===== src/rtl/control_sequencer_if.sv =====
// Bus bundle between control_sequencer (master) and the datapath side (slave).
interface control_sequencer_if;
  logic        start;
  logic        mem_rdy;
  logic [31:0] ir;
  logic [31:0] enable;
  logic [31:0] busSelect;
  logic [4:0]  Control_Signals;
  logic        MD_Read;
  logic        ReadRAM;
  logic        WriteRAM;
  logic        Gra;
  logic        Grb;
  logic        Grc;
  logic        Rin;
  logic        Rout;
  logic        BAout;
  logic        run;
  logic        illegal;
  logic [3:0]  step;

  modport master (
    input  start, mem_rdy, ir,
    output enable, busSelect, Control_Signals,
    output MD_Read, ReadRAM, WriteRAM,
    output Gra, Grb, Grc, Rin, Rout, BAout,
    output run, illegal, step
  );

  modport slave (
    output start, mem_rdy, ir,
    input  enable, busSelect, Control_Signals,
    input  MD_Read, ReadRAM, WriteRAM,
    input  Gra, Grb, Grc, Rin, Rout, BAout,
    input  run, illegal, step
  );
endinterface


===== src/rtl/control_sequencer.sv =====
// Hardwired T-state control unit for the single-bus datapath.
// Optional macro CU_MEM_WAIT_EN: stretch memory T-states until mem_rdy.
module control_sequencer (
  input  logic                 clk,
  input  logic                 clr,
  control_sequencer_if.master  bus
);

  localparam logic [4:0] INC_PC_OP = 5'd14;
  localparam logic [4:0] ADD_OP    = 5'd1;
  localparam logic [4:0] SUB_OP    = 5'd2;

  localparam logic [4:0] OP_LD   = 5'b00000;
  localparam logic [4:0] OP_LDI  = 5'b00001;
  localparam logic [4:0] OP_ST   = 5'b00010;
  localparam logic [4:0] OP_ADD  = 5'b00011;
  localparam logic [4:0] OP_SUB  = 5'b00100;
  localparam logic [4:0] OP_NOP  = 5'b11010;
  localparam logic [4:0] OP_HALT = 5'b11011;

  typedef enum logic [3:0] {
    S_IDLE, S_T0, S_T1, S_T2, S_T3,
    S_T4, S_T5, S_T6, S_T7, S_HALT
  } state_t;

  state_t     r_state;
  state_t     w_next;
  logic       r_illegal;
  logic [4:0] w_op;
  logic       w_undef;
  logic       w_mem_ok;

  assign w_op = bus.ir[31:27];

`ifdef CU_MEM_WAIT_EN
  logic w_unused;
  assign w_mem_ok = bus.mem_rdy;
  assign w_unused = ^bus.ir[26:0];
`else
  logic w_unused;
  assign w_mem_ok = 1'b1;
  assign w_unused = ^{bus.ir[26:0], bus.mem_rdy};
`endif

  always_comb begin
    w_undef = 1'b1;
    case (w_op)
      OP_LD, OP_LDI, OP_ST, OP_ADD,
      OP_SUB, OP_NOP, OP_HALT: w_undef = 1'b0;
      default:                 w_undef = 1'b1;
    endcase
  end

  always_ff @(posedge clk or posedge clr) begin
    if (clr) begin
      r_state   <= S_IDLE;
      r_illegal <= 1'b0;
    end else begin
      r_state <= w_next;
      if (r_state == S_T3 && w_undef)
        r_illegal <= 1'b1;
    end
  end

  // illegal shows in T3 itself, then the sticky flag carries it
  assign bus.illegal = r_illegal | ((r_state == S_T3) & w_undef);

  always_comb begin
    w_next              = r_state;
    bus.enable          = '0;
    bus.busSelect       = '0;
    bus.Control_Signals = '0;
    bus.MD_Read         = 1'b0;
    bus.ReadRAM         = 1'b0;
    bus.WriteRAM        = 1'b0;
    bus.Gra             = 1'b0;
    bus.Grb             = 1'b0;
    bus.Grc             = 1'b0;
    bus.Rin             = 1'b0;
    bus.Rout            = 1'b0;
    bus.BAout           = 1'b0;
    bus.run             = 1'b0;
    bus.step            = 4'hF;
    unique case (r_state)
      S_IDLE: begin
        if (bus.start)
          w_next = S_T0;
      end
      S_T0: begin
        bus.run             = 1'b1;
        bus.step            = 4'd0;
        bus.busSelect[20]   = 1'b1;
        bus.enable[25]      = 1'b1;
        bus.enable[18]      = 1'b1;
        bus.Control_Signals = INC_PC_OP;
        w_next              = S_T1;
      end
      S_T1: begin
        bus.run           = 1'b1;
        bus.step          = 4'd1;
        bus.busSelect[19] = 1'b1;
        bus.enable[20]    = 1'b1;
        bus.enable[21]    = 1'b1;
        bus.MD_Read       = 1'b1;
        bus.ReadRAM       = 1'b1;
        w_next            = w_mem_ok ? S_T2 : S_T1;
      end
      S_T2: begin
        bus.run           = 1'b1;
        bus.step          = 4'd2;
        bus.busSelect[21] = 1'b1;
        bus.enable[24]    = 1'b1;
        w_next            = S_T3;
      end
      S_T3: begin
        bus.run  = 1'b1;
        bus.step = 4'd3;
        w_next   = S_T0;
        case (w_op)
          OP_LD, OP_LDI, OP_ST: begin
            bus.Grb        = 1'b1;
            bus.BAout      = 1'b1;
            bus.enable[19] = 1'b1;
            w_next         = S_T4;
          end
          OP_ADD, OP_SUB: begin
            bus.Grb        = 1'b1;
            bus.Rout       = 1'b1;
            bus.enable[19] = 1'b1;
            w_next         = S_T4;
          end
          OP_HALT: w_next = S_HALT;
          default: w_next = S_T0;
        endcase
      end
      S_T4: begin
        bus.run        = 1'b1;
        bus.step       = 4'd4;
        bus.enable[18] = 1'b1;
        w_next         = S_T5;
        if (w_op == OP_ADD || w_op == OP_SUB) begin
          bus.Grc             = 1'b1;
          bus.Rout            = 1'b1;
          bus.Control_Signals =
            (w_op == OP_SUB) ? SUB_OP : ADD_OP;
        end else begin
          bus.busSelect[23]   = 1'b1;
          bus.Control_Signals = ADD_OP;
        end
      end
      S_T5: begin
        bus.run           = 1'b1;
        bus.step          = 4'd5;
        bus.busSelect[19] = 1'b1;
        if (w_op == OP_LD || w_op == OP_ST) begin
          bus.enable[25] = 1'b1;
          w_next         = S_T6;
        end else begin
          bus.Gra = 1'b1;
          bus.Rin = 1'b1;
          w_next  = S_T0;
        end
      end
      S_T6: begin
        bus.run        = 1'b1;
        bus.step       = 4'd6;
        bus.enable[21] = 1'b1;
        if (w_op == OP_ST) begin
          bus.Gra  = 1'b1;
          bus.Rout = 1'b1;
          w_next   = S_T7;
        end else begin
          bus.MD_Read = 1'b1;
          bus.ReadRAM = 1'b1;
          w_next      = w_mem_ok ? S_T7 : S_T6;
        end
      end
      S_T7: begin
        bus.run  = 1'b1;
        bus.step = 4'd7;
        if (w_op == OP_ST) begin
          bus.WriteRAM = 1'b1;
          w_next       = w_mem_ok ? S_T0 : S_T7;
        end else begin
          bus.busSelect[21] = 1'b1;
          bus.Gra           = 1'b1;
          bus.Rin           = 1'b1;
          w_next            = S_T0;
        end
      end
      S_HALT: w_next = S_HALT;
      default: w_next = S_IDLE;
    endcase
  end

endmodule


===== src/flat_wrapper.sv =====
// flat-port wrapper written by rule: the top's interface ports become plain ports
module control_sequencer_flat 
  (clk, clr, bus_start, bus_mem_rdy, bus_ir, bus_enable, bus_busSelect, bus_Control_Signals, bus_MD_Read, bus_ReadRAM, bus_WriteRAM, bus_Gra, bus_Grb, bus_Grc, bus_Rin, bus_Rout, bus_BAout, bus_run, bus_illegal, bus_step);
  control_sequencer_if bus_i ();
  input  logic clk;
  input  logic clr;
  input wire logic [$bits(bus_i.start)-1:0] bus_start;
  input wire logic [$bits(bus_i.mem_rdy)-1:0] bus_mem_rdy;
  input wire logic [$bits(bus_i.ir)-1:0] bus_ir;
  output wire logic [$bits(bus_i.enable)-1:0] bus_enable;
  output wire logic [$bits(bus_i.busSelect)-1:0] bus_busSelect;
  output wire logic [$bits(bus_i.Control_Signals)-1:0] bus_Control_Signals;
  output wire logic [$bits(bus_i.MD_Read)-1:0] bus_MD_Read;
  output wire logic [$bits(bus_i.ReadRAM)-1:0] bus_ReadRAM;
  output wire logic [$bits(bus_i.WriteRAM)-1:0] bus_WriteRAM;
  output wire logic [$bits(bus_i.Gra)-1:0] bus_Gra;
  output wire logic [$bits(bus_i.Grb)-1:0] bus_Grb;
  output wire logic [$bits(bus_i.Grc)-1:0] bus_Grc;
  output wire logic [$bits(bus_i.Rin)-1:0] bus_Rin;
  output wire logic [$bits(bus_i.Rout)-1:0] bus_Rout;
  output wire logic [$bits(bus_i.BAout)-1:0] bus_BAout;
  output wire logic [$bits(bus_i.run)-1:0] bus_run;
  output wire logic [$bits(bus_i.illegal)-1:0] bus_illegal;
  output wire logic [$bits(bus_i.step)-1:0] bus_step;
  assign bus_i.start = bus_start;
  assign bus_i.mem_rdy = bus_mem_rdy;
  assign bus_i.ir = bus_ir;
  assign bus_enable = bus_i.enable;
  assign bus_busSelect = bus_i.busSelect;
  assign bus_Control_Signals = bus_i.Control_Signals;
  assign bus_MD_Read = bus_i.MD_Read;
  assign bus_ReadRAM = bus_i.ReadRAM;
  assign bus_WriteRAM = bus_i.WriteRAM;
  assign bus_Gra = bus_i.Gra;
  assign bus_Grb = bus_i.Grb;
  assign bus_Grc = bus_i.Grc;
  assign bus_Rin = bus_i.Rin;
  assign bus_Rout = bus_i.Rout;
  assign bus_BAout = bus_i.BAout;
  assign bus_run = bus_i.run;
  assign bus_illegal = bus_i.illegal;
  assign bus_step = bus_i.step;
  control_sequencer u_core (.clk(clk), .clr(clr), .bus(bus_i));
endmodule

===== config.mk =====
export PLATFORM = sky130hd
export DESIGN_NAME = control_sequencer_flat
export DESIGN_NICKNAME = d
export VERILOG_FILES = /design/src/rtl/control_sequencer_if.sv /design/src/rtl/control_sequencer.sv /design/src/flat_wrapper.sv
export SDC_FILE = /design/constraint.sdc
export NUM_CORES = 1
export LEC_CHECK = 0
export BUFFER_PORTS_ARGS = -buffer_cell sky130_fd_sc_hd__buf_4
export CORE_MARGIN = 1.5
export CORE_UTILIZATION = 39
export CTS_BUF_LIST = sky130_fd_sc_hd__clkbuf_8
export CTS_CLUSTER_SIZE = 14
export DETAILED_ROUTE_END_ITERATION = 12
export PLACE_DENSITY = 0.89
export SLEW_MARGIN = 20
export SYNTH_ARGS = -nofsm -noshare
export SYNTH_HDL_FRONTEND = slang
export SYNTH_SLANG_ARGS = --single-unit

===== constraint.sdc =====
create_clock -name clk -period 3.55 [get_ports clk]
set_clock_uncertainty 0.1 [all_clocks]
set_input_delay 0 -clock clk [delete_from_list [all_inputs] [get_ports clk]]
set_output_delay 0 -clock clk [all_outputs]
set_load 0.1 [all_outputs]

==> results of run 1 <==
-- registers in the layout, indices dropped and copies added (netlist names) --
signal            flops
u_core.r_state        4
u_core.r_illegal      1
-- worst max-delay path by stage --
stage,start,end,slack (ps),cells after the start
after floorplan,u_core.r_state[2],bus_Control_Signals[3],70,5
after global placement,u_core.r_state[0],bus_step[2],1810,4
after detailed placement,u_core.r_state[0],bus_step[2],1770,4
after CTS,u_core.r_state[2],bus_BAout,1530,4
after global routing,u_core.r_state[0],bus_BAout,1390,4
final,u_core.r_state[0],bus_step[2],1530,4
-- per-layer routing --
layer / wire (um) / track usage, %
met1: 854 / 15.03
met2: 1024 / 18.60
met3: 182 / 1.613
met4: 25 / 7.483
met5: 0 / 0
-- cells in the mapped netlist, types with 2 or more instances --
| library cell | count | area [um2] |
|---|---|---|
| nand2_1 | 6 | 22.52 |
| a41o_1 | 2 | 20.02 |
| nand2b_1 | 7 | 43.79 |
| a21oi_1 | 5 | 25.02 |
| inv_1 | 2 | 7.510 |
| dfrtp_1 | 5 | 125.1 |
| buf_4 | 60 | 450.4 |
| nor2b_1 | 3 | 18.77 |
| nor2_1 | 10 | 37.54 |
| o22ai_1 | 2 | 12.51 |
| clkbuf_8 | 4 | 55.05 |
| o21ai_0 | 5 | 25.02 |
| nand3_1 | 2 | 10.01 |
| nor3_1 | 4 | 20.02 |
-- worst max-delay path: stages, from the launching register on --
cell     delay, ps
dfrtp_1        670
or2_2          240
nor2_1          80
or3b_2         460
buf_4          240
-- metrics by stage --
| stage | setup WS [ps] | cell area [um2] | instances | hold slack, ps |
|---|---|---|---|---|
| 4_1_cts | 1528 | 1164 | 206 | 65.88 |
| 2_1_floorplan | 65.99 | 1320 | 200 | -321.5 |
| 3_5_place_dp | 1771 | 1109 | 201 | -174.8 |
| 6_report | 1534 | 1164 | 206 | 61.57 |
| 3_3_place_gp | 1806 | 1109 | 201 | -184.7 |
| 5_1_grt | 1385 | 1164 | 206 | 89.77 |
-- logic make-up (layout without fill, tap and decap cells) --
group                  Yosys count  count (layout)
XOR/XNOR                         2               2
flip-flops                       5               5
other                            1              55
AND/OR/NAND/NOR                 45              45
buffers and inverters           68              43
AO/OA/AOI/OAI                   25              25
-- area by class of cell --
type | count | area share, %
multi-input combinational | 127 | 57.31
inverter | 2 | 0.6452
clock inverter | 1 | 0.3226
tap | 31 | 3.333
sequential | 5 | 10.75
clock buffer | 3 | 3.548
timing repair buffer | 37 | 24.09
-- repair_timing --
item,4_1_cts,5_1_grt
setup endpoints to repair,0,0
hold endpoints to repair,5,0
hold buffers,1,0
buffers inserted,0,0
==> out/metrics.csv, run 1 <==
stage;metric;value;unit
critical_path;r2r worst-path depth;3;
clocking;Clock Tree Root;clkbuf_8;
yosys;synthesized area;1117;um2
place;port buffer count;36;
cells_and_area;Total Nets Final;212;
yosys;syn_area_per_cell;7.653;um2
place;DP HPWL;1632;um
floorplanning;Die Wd;56.53;um
worst_hold_path;Hold Startpoint;bus_start;
global_routing;first-pass GRT wire length;2980;um
yosys;Async SR Flop Fraction;100.0;%
critical_path;reg2reg setup slack;2080;ps
floorplanning;Die H;56.53;um
cells_and_area;Register Area;125.1;um2
run;max-cap violation count;0;
timing;period utilization;56.78;%
critical_path;kind of critical path;flop to output port;
worst_hold_path;end of the worst hold path;u_core.r_state[0];
timing;final slew viol count;0;
worst_hold_path;Cells on Worst Hold Path;3;
yosys;Post-synth EDFFs;0;
drt;Routed Antenna Nets;0;
yosys;synthesis-stage register bit count;5;
floorplanning;Initial Util;40.87;%
timing;Slew @ Worst Pin;546.3;ps
drt;drt wl/cell;10.13;um
timing;min cycle time layout;2016;ps
timing;relative slew slack;63.10;%
critical_path;Critical Path RT;3450;ps
cells_and_area;share of layout cells above drive strength 1;25.14;%
yosys;sequential share of the synthesized area;11.20;%
cells_and_area;area of the multi-input gates;666.9;um2
yosys;largest family of logic cells by synthesized area;buffers and inverters;
global_routing;vias in the first global route;680;
global_routing;largest net degree at the start of global routing;20;
cells_and_area;Fillers;295;
yosys;simple-gate area share of the yosys netlist;23.52;%
drt;Routed WL;2086;um
timing;Final Setup Violations;0;
floorplanning;Total Die Area;3195;um2
critical_path;RR Endpoint;u_core.r_state[3];
yosys;post-synth cell types;43;
clocking;CTS Sinks;5;
yosys;Compound-Gate Fraction of Synth Area;16.13;%
drt;# DRC;0;
status;status;complete, no violations;
drt;drt first-iter violations;19;
clocking;clk buf depth;2;
critical_path;crit end category;output port;
yosys;Post-synth top flop;dfrtp_1;
global_routing;total congestion overflow;0;
critical_path;CP Data Arrival Time;1920;ps
clocking;later-pin clock latency in the skew report;220;ps
yosys;Syn Inst Count;146;
yosys;yosys warns;0;
cells_and_area;antenna cells;0;
timing;final hold vios;0;
global_routing;initial antenna violation count;0;
floorplanning;core area;2734;um2
timing;f_max;0.4961;GHz
global_routing;Total GRT Usage;11.82;%
drt;router iterations before antenna repair;4;
clocking;H-Tree Depth;1;
yosys;XOR/XNOR share of the synthesized area;1.568;%
floorplanning;num rows;19;
yosys;Adder-Cell Fraction of Synth Area;0;%
clocking;Worst-path clk slew;40;ps
critical_path;CP Launch Type;flop;
clocking;TritonCTS Buffers;3;
floorplanning;I/O pin total;120;
place;GPL Wtd Cong;0.7939;
cells_and_area;Final Util;42.56;%
cells_and_area;area delta synth->final;4.144;%
drt;post-DR vias/cell;4.432;
timing;Total Neg Setup Slack;0;ps
timing;RSZ-0062 raised after global routing;false;
clocking;TritonCTS clock tree;done;
yosys;post-synthesis mux area share;0;%
worst_hold_path;Hold WC Path Type;input pin to flop;
cells_and_area;commonest cells after routing, fill and taps aside;conb_1 (55), buf_4 (36), nor2_1 (10);
clocking;post-cts resize count;0;
critical_path;reg2reg start;u_core.r_state[0];
drt;DR vias;913;
critical_path;Worst Path Max Fanout;19;
cells_and_area;commonest non-fill, non-tap cell in the layout;conb_1;
Power of run 1 is left out: the tool's default activity adds up to more than one toggle a clock period on the data nets, which glitch-free logic cannot reach.
==> run 2, diff against run 1 <==
Settings changed: ABC_AREA set to 1, CORE_UTILIZATION 39 to 34, PLACE_DENSITY 0.89 to 0.83.
Clock period 3.55 ns to 1.91 ns, I/O delays scaled along.
==> run 2 against run 1 <==
Register-to-register slack got worse by 1500 ps; final cell count increased by 17%; largest cell class unchanged; critical path depth increased by 2.
==> out/metrics.csv, run 2 <==
stage;metric;value;unit
global_routing;initial antenna violation count;0;
clocking;TritonCTS clock tree;done;
cells_and_area;commonest cells after routing, fill and taps aside;conb_1 (55), buf_4 (36), nand2_1 (35);
timing;final slew viol count;0;
global_routing;vias in the first global route;721;
timing;f_max;0.5515;GHz
yosys;Async SR Flop Fraction;100.0;%
floorplanning;Die Wd;57.43;um
yosys;area leader, netlist;buf_4;
cells_and_area;Top Registers;u_core.r_state x4, u_core.r_illegal x1;
critical_path;Worst Path Max Fanout;7;
yosys;Syn Inst Count;172;
worst_hold_path;Hold WC Path Type;input pin to flop;
cells_and_area;share of layout cells above drive strength 1;23.92;%
place;GPL Wtd Cong;0.8457;
global_routing;first-pass GRT wire length;2884;um
cells_and_area;commonest non-fill, non-tap cell in the layout;conb_1;
drt;post-DR vias/cell;3.875;
yosys;top-area cell type share of the netlist area;43.98;%
place;port buffer count;36;
place;DP HPWL;1704;um
cells_and_area;Fillers;298;
clocking;clk buf depth;2;
timing;Final Worst Setup Slack;96.67;ps
global_routing;largest net degree at the start of global routing;8;
timing;Final Setup Violations;0;
worst_hold_path;Cells on Worst Hold Path;5;
cells_and_area;Register Area;125.1;um2
clocking;CTS Sinks;5;
clocking;Worst-path clk slew;30;ps
clocking;H-Tree Depth;1;
clocking;later-pin clock latency in the skew report;220;ps
drt;Routed Antenna Nets;0;
critical_path;kind of critical path;flop to output port;
critical_path;critical path launch point;u_core.r_state[3];
clocking;Post-CTS Setup Bufs;0;
status;status;complete, no violations;
drt;router iterations before antenna repair;4;
critical_path;CP Data Arrival Time;1710;ps
drt;Routed WL;1919;um
floorplanning;I/O pin total;120;
cells_and_area;Total Nets Final;246;
floorplanning;core area;2781;um2
cells_and_area;Biggest register;u_core.r_state;
place;placement-stage worst setup slack;308.4;ps
drt;drt wl/cell;7.996;um
floorplanning;Die H;57.43;um
floorplanning;Total Die Area;3298;um2
timing;min cycle time layout;1813;ps
drt;# DRC;0;
cells_and_area;area delta synth->final;16.65;%
critical_path;reg2reg start;u_core.r_state[3];
timing;Hold WS;58.01;ps
critical_path;crit end category;output port;
yosys;Synth area leaders;buf_4 (44%), nand2_1 (13%), dfrtp_1 (12%);
critical_path;Critical Path RT;1810;ps
timing;period utilization;94.94;%
critical_path;CP Launch Type;flop;
worst_hold_path;Hold Startpoint;bus_ir[27];
global_routing;total congestion overflow;0;
cells_and_area;max reg flops;4;
drt;DR vias;930;
yosys;synthesis-stage register bit count;5;
critical_path;r2r worst-path depth;5;
yosys;Post-synth top flop;dfrtp_1;
yosys;Post-synth EDFFs;0;
yosys;post-synth cell types;14;
yosys;top post-synthesis cells by count;buf_4 (59), nand2_1 (35), inv_1 (26);
yosys;count leader, synth;buf_4;
timing;final hold vios;0;
yosys;yosys warns;0;
clocking;Clock Tree Root;clkbuf_8;
global_routing;Total GRT Usage;10.77;%
floorplanning;Initial Util;36.21;%
cells_and_area;antenna cells;0;
clocking;TritonCTS Buffers;3;
timing;RSZ-0062 raised after global routing;false;
run;max-cap violation count;0;
floorplanning;num rows;19;
yosys;synthesized area;1007;um2
drt;drt first-iter violations;14;
cells_and_area;area of the multi-input gates;570.5;um2
yosys;sequential share of the synthesized area;12.42;%
yosys;syn_area_per_cell;5.856;um2
## run 2: cell count changes in the layout (fill, tap and decap cells not counted), sizes merged, moves of 3 or more
cell / change
nand2b: -7
nor2: +12
nand2: +30
inv: +24
a21oi: -3
nand3: +9
nor2b: -3
## run 2: area by class of cell
class	count	share of cell area [%]
multi-input cells	135	48.56
flip-flops and latches	5	10.65
repair buffers	38	24.71
well taps	31	3.301
inverters	27	8.946
clock inverters	1	0.3195
clock buffers	3	3.514
## run 2: path summary, 6_finish.rpt
check	endpoint	slack, ps
setup / recovery	bus_run	100
hold / removal	u_core.r_state[3]	60
setup reg to reg	u_core.r_state[2]	620
hold reg to reg	u_core.r_illegal	340
max in group asynchronous	u_core.r_state[3]	1400
min in group asynchronous	u_core.r_state[0]	140
## run 2: kinds of logic after synthesis
| family | share of synthesized area, % |
|---|---|
| buf+inv | 54.04 |
| flops | 12.42 |
| simple gates | 29.19 |
| other cells | 0.3723 |
| compound gates | 3.975 |
## run 2: critical path, stage by stage (launching register included)
cell	delay, ps
dfrtp_1	450
nor2_1	270
nand2_1	220
nand2_1	150
nor2_1	50
nand2_1	60
buf_4	280
## run 2: through the flow
step                area, um2  util, %  cells  setup TNS (ps)
floorplan                1241        -    226          -823.3
global placement         1107    39.81    234               0
detailed placement       1107    39.81    234               0
CTS                      1172    42.15    240               0
global route             1175    42.24    240               0
finish                   1175    42.24    240               0
## run 2: layer usage
| metal | share of wire, % | track usage (%) |
|---|---|---|
| met2 | 49 | 18.51 |
| met4 | 0.78 | 2.990 |
| met5 | 0 | 0 |
| met3 | 12 | 2.268 |
| met1 | 38 | 13.54 |
## run 2: timing repair
item | in CTS | in global routing
setup endpoints to repair | 0 | 3
hold buffers | 2 | 0
gates resized for setup | 0 | 1
hold endpoints to repair | 6 | 0
Power of run 2 is left out for the same reason.
==> run 3, diff against run 2 <==
Settings changed: ABC_AREA 1 to unset, BUFFER_PORTS_ARGS -buffer_cell sky130_fd_sc_hd__buf_4 to -buffer_cell sky130_fd_sc_hd__buf_2, CORE_UTILIZATION 34 to 36.
==> run 3 against run 2 <==
Via count rose by 1.8%; flip-flop and latch count did not move; sequential share of layout area fell by 3.0 points; global-route usage rose by 2.8 points; non-clock buffer count rose by 7.
==> out/metrics.csv, run 3 (synthesized netlist as in run 1, its figures left out) <==
stage;metric;value;unit
status;status;complete, no violations;
global_routing;initial antenna violation count;0;
clocking;clk buf depth;2;
critical_path;crit path cell chain;buf_4 > o21ai_0 > or3b_2 > buf_12;
clocking;TritonCTS clock tree;done;
drt;drt first-iter violations;15;
critical_path;r2r worst-path depth;4;
drt;Routed Antenna Nets;0;
critical_path;Critical Path RT;1810;ps
cells_and_area;antenna cells;0;
timing;Slew @ Worst Pin;892.3;ps
timing;Total Neg Setup Slack;0;ps
floorplanning;num rows;20;
timing;f_max;0.5522;GHz
clocking;Clock Tree Root;clkbuf_8;
clocking;Worst-path clk slew;40;ps
timing;final slew viol count;0;
timing;RSZ-0062 raised after global routing;false;
floorplanning;I/O pin total;120;
timing;period utilization;94.82;%
cells_and_area;Total Nets Final;220;
global_routing;largest net degree at the start of global routing;19;
drt;DR vias;947;
timing;min cycle time layout;1811;ps
clocking;CTS Sinks;5;
floorplanning;Die Wd;58.71;um
drt;router iterations before antenna repair;4;
cells_and_area;area delta synth->final;48.82;%
drt;Routed WL;2397;um
global_routing;total congestion overflow;0;
global_routing;vias in the first global route;789;
critical_path;kind of critical path;flop to output port;
cells_and_area;commonest cells after routing, fill and taps aside;conb_1 (55), buf_12 (25), buf_2 (12);
cells_and_area;share of layout cells above drive strength 1;41.53;%
floorplanning;core area;3003;um2
place;GPL Wtd Cong;0.8816;
cells_and_area;Top Registers;u_core.r_state x4, u_core.r_illegal x1;
drt;# DRC;0;
drt;post-DR vias/cell;4.384;
global_routing;first-pass GRT wire length;3553;um
cells_and_area;commonest non-fill, non-tap cell in the layout;conb_1;
critical_path;CP Data Arrival Time;1710;ps
critical_path;Worst Path Max Fanout;9;
global_routing;Total GRT Usage;13.56;%
cells_and_area;Final Util;55.38;%
worst_hold_path;Cells on Worst Hold Path;3;
critical_path;critical path's slowest cell;or3b_2;
worst_hold_path;Hold WC Path Type;input pin to flop;
place;port buffer count;36;
drt;drt wl/cell;11.10;um
timing;final hold vios;0;
clocking;later-pin clock latency in the skew report;220;ps
floorplanning;Initial Util;37.21;%
timing;Final Setup Violations;0;
run;max-cap violation count;0;
floorplanning;Die H;58.71;um
clocking;TritonCTS Buffers;3;
critical_path;CP Launch Type;flop;
timing;Hold WS;44.72;ps
floorplanning;Total Die Area;3447;um2
place;DP HPWL;2011;um
cells_and_area;Biggest register;u_core.r_state;
critical_path;Worst path max stage delay;490;ps
clocking;H-Tree Depth;1;
timing;relative slew slack;39.74;%
critical_path;crit end category;output port;
cells_and_area;max reg flops;4;
run 3: cell count changes in the layout (fill, tap and decap cells not counted), sizes merged, moves of 7 or more:
cell / before / now
nand2: 36 / 6
inv: 27 / 3
nor2: 22 / 10
nand3: 11 / 2
buf: 36 / 44
nand2b: 0 / 7
run 3: cell type report:
type | instances | area, um2
inverters | 2 | 7.507
fillers | 280 | 1340
clock inverters | 1 | 3.754
repair buffers | 45 | 623.1
flip-flops and latches | 5 | 127.6
multi-input cells | 127 | 818.3
clock buffers | 3 | 41.29
well taps | 33 | 41.29
run 3: stage by stage:
step                setup slack (ps)  std cells  area, um2
finish                         98.93        216       1663
global route                   43.81        216       1663
CTS                            6.196        216       1657
detailed placement             218.3        211       1598
global placement               243.4        211       1598
floorplan                     -364.8        200       1484
run 3: final timing paths:
check	slack, ps	start	to
worst max-delay path	100	u_core.r_state[1]	bus_step[2]
worst min-delay path	40	bus_start	u_core.r_state[0]
worst max register to register	540	u_core.r_state[1]	u_core.r_state[2]
worst min register to register	390	u_core.r_illegal	u_core.r_illegal
max in group asynchronous	1410	clr	u_core.r_state[2]
min in group asynchronous	110	clr	u_core.r_state[3]
run 3: critical path: cells and delay by family, from the launching register on:
kind	cells	cell delay, ps
simple gates	1	490
flops	1	450
buf+inv	2	390
compound gates	1	160
run 3: metal layers:
layer | global-route usage [%] | share of wire, % | wire, um
met4 | 7.143 | 1.5 | 35
met5 | 0 | 0 | 0
met2 | 24.56 | 54 | 1288
met1 | 15.11 | 38 | 917
met3 | 2.198 | 6.5 | 156
run 3: what timing repair did:
action                                 CTS  global route
setup endpoints to repair                2             6
resized for setup                        2             4
hold buffers                             1             0
setup buffers                            0             0
endpoints found under the hold margin    5             0
Power of run 3 is left out for the same reason.
